**config.mk**
```make
export PLATFORM = sky130hd
export DESIGN_NAME = pool_writer
export DESIGN_NICKNAME = d
export VERILOG_FILES = /design/src/rtl/pool_writer.sv
export SDC_FILE = /design/constraint.sdc
export NUM_CORES = 1
export LEC_CHECK = 0
export CORE_UTILIZATION = 35
export CTS_CLUSTER_SIZE = 25
export DETAILED_ROUTE_END_ITERATION = 10
export GPL_ROUTABILITY_DRIVEN = 0
export SETUP_SLACK_MARGIN = 0.02
export SYNTH_ARGS = -nofsm -noshare
export SYNTH_HDL_FRONTEND = slang
export SYNTH_SLANG_ARGS = --single-unit
```
**constraint.sdc**
```tcl
create_clock -name clk -period 10.28 [get_ports clk]
set_input_delay 2.056 -clock clk [delete_from_list [all_inputs] [get_ports clk]]
set_output_delay 2.056 -clock clk [all_outputs]
set_load 0.05 [all_outputs]
```
**src/rtl/pool_writer.sv**
```systemverilog
// Streaming sink: writes every convolution result to layer-0 and 2x2/stride-2
// max-pooled results to layer-1 through one shared memory write port.
module pool_writer #(
   parameter int DATA_W = 19,
   parameter int IMG_W  = 64,
   parameter int IMG_H  = 64,
   parameter int CH     = 2
) (
   input  logic              clk,
   input  logic              reset,
   input  logic              pool_en,
   input  logic              i_valid,
   input  logic [DATA_W-1:0] i_data,
   output logic              o_ready,
   output logic              o_busy,
   output logic              o_done,
   output logic              o_wr,
   output logic [11:0]       o_addr,
   output logic [19:0]       o_data,
   output logic [2:0]        o_sel
);

   localparam int CW  = (IMG_W > 1) ? $clog2(IMG_W) : 1;
   localparam int RW  = (IMG_H > 1) ? $clog2(IMG_H) : 1;
   localparam int CHW = (CH > 1) ? $clog2(CH) : 1;
   localparam int LBN = (IMG_W / 2) * CH;
   localparam int LBW = (LBN > 1) ? $clog2(LBN) : 1;

   typedef enum logic [1:0] {IDLE, RUN, POOLW} state_t;

   state_t            state_q, state_d;
   logic [CHW-1:0]    ch_q, ch_d;
   logic [CW-1:0]     c_q, c_d;
   logic [RW-1:0]     r_q, r_d;
   logic              pool_en_q, pool_en_d;

   logic [DATA_W-1:0] hold_q [CH];
   logic [DATA_W-1:0] lb_q [LBN];

   logic [11:0]       pool_addr_q, pool_addr_d;
   logic [DATA_W-1:0] pool_data_q, pool_data_d;
   logic [2:0]        pool_sel_q, pool_sel_d;
   logic              pool_last_q, pool_last_d;

   logic              wr_q, wr_d;
   logic [11:0]       addr_q, addr_d;
   logic [19:0]       data_q, data_d;
   logic [2:0]        sel_q, sel_d;
   logic              done_q, done_d;
   logic              ready_q, ready_d;
   logic              busy_q, busy_d;

   logic              xfer, pool_on, last_smp;
   logic              hold_we, lb_we;
   logic [LBW-1:0]    lb_idx;
   logic [DATA_W-1:0] hold_rd, lb_rd, pair_max, win_max;

   assign o_ready = ready_q;
   assign o_busy  = busy_q;
   assign o_done  = done_q;
   assign o_wr    = wr_q;
   assign o_addr  = addr_q;
   assign o_data  = data_q;
   assign o_sel   = sel_q;

   always_comb begin
      xfer     = i_valid && ready_q;
      // pool_en is only honoured on the first sample of a frame
      pool_on  = (state_q == IDLE) ? pool_en : pool_en_q;
      last_smp = (ch_q == CHW'(CH - 1)) && (c_q == CW'(IMG_W - 1)) && (r_q == RW'(IMG_H - 1));
      lb_idx   = LBW'((c_q >> 1) * CH + ch_q);
      hold_rd  = hold_q[ch_q];
      lb_rd    = lb_q[lb_idx];
      pair_max = (hold_rd > i_data) ? hold_rd : i_data;
      win_max  = (lb_rd > pair_max) ? lb_rd : pair_max;
   end

   always_comb begin
      state_d     = state_q;
      ch_d        = ch_q;
      c_d         = c_q;
      r_d         = r_q;
      pool_en_d   = pool_en_q;
      pool_addr_d = pool_addr_q;
      pool_data_d = pool_data_q;
      pool_sel_d  = pool_sel_q;
      pool_last_d = pool_last_q;
      wr_d        = 1'b0;
      addr_d      = addr_q;
      data_d      = data_q;
      sel_d       = sel_q;
      done_d      = 1'b0;
      ready_d     = 1'b1;
      busy_d      = done_q ? 1'b0 : busy_q;
      hold_we     = 1'b0;
      lb_we       = 1'b0;

      if (state_q == POOLW) begin
         wr_d    = 1'b1;
         addr_d  = pool_addr_q;
         data_d  = 20'(pool_data_q);
         sel_d   = pool_sel_q;
         done_d  = pool_last_q;
         state_d = pool_last_q ? IDLE : RUN;
      end

      // o_ready is low throughout POOLW, so a transfer never meets a pool write
      if (xfer) begin
         busy_d = 1'b1;
         if (state_q == IDLE)
            pool_en_d = pool_en;
         state_d = RUN;
         wr_d    = 1'b1;
         addr_d  = 12'(r_q * IMG_W + c_q);
         data_d  = 20'(i_data);
         sel_d   = 3'(ch_q + 1);

         if (ch_q == CHW'(CH - 1)) begin
            ch_d = '0;
            if (c_q == CW'(IMG_W - 1)) begin
               c_d = '0;
               r_d = (r_q == RW'(IMG_H - 1)) ? '0 : r_q + 1'b1;
            end else begin
               c_d = c_q + 1'b1;
            end
         end else begin
            ch_d = ch_q + 1'b1;
         end

         if (pool_on) begin
            if (!c_q[0]) begin
               hold_we = 1'b1;
            end else if (!r_q[0]) begin
               lb_we = 1'b1;
            end else begin
               pool_addr_d = 12'((r_q >> 1) * (IMG_W / 2) + (c_q >> 1));
               pool_data_d = win_max;
               pool_sel_d  = 3'(CH + 1 + ch_q);
               pool_last_d = last_smp;
               ready_d     = 1'b0;
               state_d     = POOLW;
            end
         end else if (last_smp) begin
            done_d  = 1'b1;
            state_d = IDLE;
         end
      end
   end

   always_ff @(posedge clk or posedge reset) begin
      if (reset) begin
         state_q     <= IDLE;
         ch_q        <= '0;
         c_q         <= '0;
         r_q         <= '0;
         pool_en_q   <= 1'b0;
         pool_addr_q <= '0;
         pool_data_q <= '0;
         pool_sel_q  <= '0;
         pool_last_q <= 1'b0;
         wr_q        <= 1'b0;
         addr_q      <= '0;
         data_q      <= '0;
         sel_q       <= '0;
         done_q      <= 1'b0;
         ready_q     <= 1'b1;
         busy_q      <= 1'b0;
         for (int unsigned k = 0; k < CH; k++)
            hold_q[k] <= '0;
      end else begin
         state_q     <= state_d;
         ch_q        <= ch_d;
         c_q         <= c_d;
         r_q         <= r_d;
         pool_en_q   <= pool_en_d;
         pool_addr_q <= pool_addr_d;
         pool_data_q <= pool_data_d;
         pool_sel_q  <= pool_sel_d;
         pool_last_q <= pool_last_d;
         wr_q        <= wr_d;
         addr_q      <= addr_d;
         data_q      <= data_d;
         sel_q       <= sel_d;
         done_q      <= done_d;
         ready_q     <= ready_d;
         busy_q      <= busy_d;
         if (hold_we)
            hold_q[ch_q] <= i_data;
      end
   end

   always_ff @(posedge clk) begin
      if (lb_we)
         lb_q[lb_idx] <= pair_max;
   end

endmodule

```
==> run metrics <==
Hold/Removal Path Class flop to flop; CP peak stage delay approximately 0.78 ns; initial detailed-routing violation count roughly 3300; Slew headroom 0.2373; Pleak 18.51 nW; Die H roughly 380 um; DRT Pass-1 Iters 5; FF+latch count, synth 1340; Routed WL per cell about 28 um; vias roughly 30000; CTS HTree Levels 4; commonest non-fill, non-tap cell in the layout edfxtp_1; number of fill cells between 10000 and 15000; Design Power ~18 mW; achievable clock frequency between 0.1 and 0.15 GHz; slowest cell on the critical path o31a_1; synth warn 0; GRT Overall Usage 0.1947; CTS Root Cell clkbuf_16; Hold Fails Final Rpt 0; full die area about 150000 um2; register area 39620 um2; setup violators final 0; number of flops mapped to enable cells by yosys around 1200; outcome complete, no violations; Multi-input gate area slightly above 10000 um2; cells after synthesis 2952; Clock Latency Late Sink about 0.75 ns; hold buffer count at cts 0; # rows ~140; min Tclk post-route roughly 7 ns; Detail Route Antenna Nets 0; Least-Margin Pin Slew 1.144 ns; RSZ-0062 raised after global routing no; Pwr per Cell Area 307.2 nW/um2; # DRC 0; Routed WL 143.9 mm; Layout Skew 0.02264 ns; Post-CTS Setup Repair Bufs 0; crit-path max FO 66; critical path class input pin to flop; FF-to-FF setup slack ~3.4 ns; Top Ports slightly above 60; largest net degree at the start of global routing between 90 and 100; first-pass GRT wire length between 200 and 250 mm; Setup crit start kind input pin; layout cells sized above 1 0.1537; CP Capture Type flop; Via density between 5 and 6; clock sinks between 1000 and 1500; Synth Net Count approximately 3000; initial antenna violation count 8; Slew Limit Fails 0; FFs w/ async S/R, synth 0.09254; Most used DFF post-synth edfxtp_1; post-synthesis cell area slightly above 50000 um2; fin crit share 0.6998; worst setup margin 3.086 ns; Starting Density 0.3545; FF-to-FF path depth 19; critical path data arrival time ~8 ns; total grt overflow 0; port bufs 60; Yosys cell types between 60 and 70; DIE WIDTH roughly 380 um; post-DP HPWL around 81 mm; Clock Path Buffers 3; Setup TNS 0 ns; Peak VDD IR 0.2837 mV; pre-CTS setup slack roughly 2.4 ns; TritonCTS clock tree built; sequential share of the synthesized area 0.7856; Core Region ~140000 um2; worst hold path depth 1; vias in the first global route roughly 28000; Max Cap Viol 0; Num CTS Buffers 138; clock transition at the registers of the reported paths approximately 0.060 ns; CP Cell Sequence clkdlybuf4s50_1 -> inv_1 -> ha_1 -> a41oi_1 -> o21ai_0 -> a211oi_1 -> o31a_1 -> nor3_1 -> a21oi_4 -> buf_4 -> inv_1 -> ha_1 -> nand2_1 -> nor4_1 -> o31a_1 -> o21ai_1 -> o21bai_1 -> a211oi_1 -> a221o_1; final net count 3155; syn avg cell area 17.08 um2; PostCTS Resize Cnt 0; Worst EP required ~11 ns; most frequent cells in the layout 1216 x edfxtp_1, 449 x a22oi_1, 141 x clkbuf_16; Layout area overhead 15.67%
layout make-up:
class	count	area share
antenna	4	0.0001716
sequential	1340	0.6792
clock inverter	67	0.01077
timing repair buffer	193	0.02848
inverter	48	0.003131
tap	1890	0.04054
multi-input combinational	1371	0.1741
clock buffer	182	0.06364
flip-flops by register name, summed over array words and instances, names as in the netlist:
| name | cells |
|---|---|
| lb_q | 1216 |
| hold_q | 38 |
| o_data | 19 |
| pool_data_q | 19 |
| o_addr | 12 |
| pool_addr_q | 10 |
| c_q | 6 |
| r_q | 6 |
| o_sel | 3 |
| pool_sel_q | 2 |
| state_q | 2 |
| ch_q | 1 |
| o_busy | 1 |
| o_done | 1 |
| o_ready | 1 |
| o_wr | 1 |
| pool_en_q | 1 |
| pool_last_q | 1 |
synthesized netlist by cell type, types with 5 or more instances:
cell      instances  area (um2)
nor3_1           11       55.05
ha_1             40       500.5
mux2_2           67       754.5
o21ai_0          21       105.1
a41o_1            5       50.05
nand4_1          32       200.2
buf_2            34       170.2
and3_1           10       62.56
a21o_1            9       67.56
a211oi_1          7       52.55
nor4_1           23       143.9
mux2i_1           5       50.05
a22o_1           84       735.7
inv_1            48       180.2
a221o_1          12       120.1
a221oi_1         78       683.2
a22oi_1         449        3371
nand3_1          14       70.07
a41oi_1          43       376.6
a31oi_1         103       644.4
clkbuf_1        110       412.9
nand2_1         114       427.9
and2_1           12       75.07
buf_1            43       161.4
a21oi_1          34       170.2
nor2_1          114       427.9
nand2b_1          6       37.54
o32ai_1           5       43.79
or3_1             5       31.28
xnor2_1           5       43.79
edfxtp_1       1216       36520
dfrtp_1         123        3078
o22ai_1           5       31.28
per-layer routing:
metal	wire, um	vias to the layer above	GRT usage
met2	65610	1533	0.2977
met3	13430	227	0.03819
met1	60360	15260	0.2769
met5	38	-	0
met4	4407	6	0.06644
li1	-	12490	-
critical path, delay by kind of cell:
family                     cells  cell delay, ns
and+or+nand+nor                3            0.60
adders and majority gates      2            0.63
AOI/OAI and AO/OA             10            3.18
buffers and inverters          4            1.33
cells by family after synthesis:
group / count (synthesis) / share of synthesized area
xor gates and xnor gates: 7 / 0.001216
muxes: 72 / 0.01595
other: 1 / 0.00007436
and+or+nand+nor: 369 / 0.03506
AOI/OAI and AO/OA: 882 / 0.1327
DFF: 1340 / 0.7856
buffers and inverters: 241 / 0.01945
adders and majority gates: 40 / 0.009924
metrics by stage:
stage	cells	area [um2]	hold WS, ns	util
after global routing	5095	58340	0.4966	0.4100
final	5095	58340	0.4808	0.4100
after floorplan	2952	50430	0.4488	-
after global placement	4842	53990	0.4627	0.3794
after detailed placement	4842	53990	0.4649	0.3794
after CTS	5091	58330	0.4790	0.4099
report_power, final:
part	internal, mW	switching [mW]
Clock	2.74	2.08
Sequential	7.49	0.0988
Combinational	1.34	4.18
final timing paths:
kind | start | end
worst max register to register | ch_q | pool_data_q[13]
worst min-delay path | pool_en_q | pool_en_q
max in group asynchronous | reset | hold_q[17]
worst max-delay path | i_data[5] | pool_data_q[13]
worst min register to register | pool_en_q | pool_en_q
min in group asynchronous | reset | o_addr[11]
Note: power is estimated with default switching activity, not from simulation.
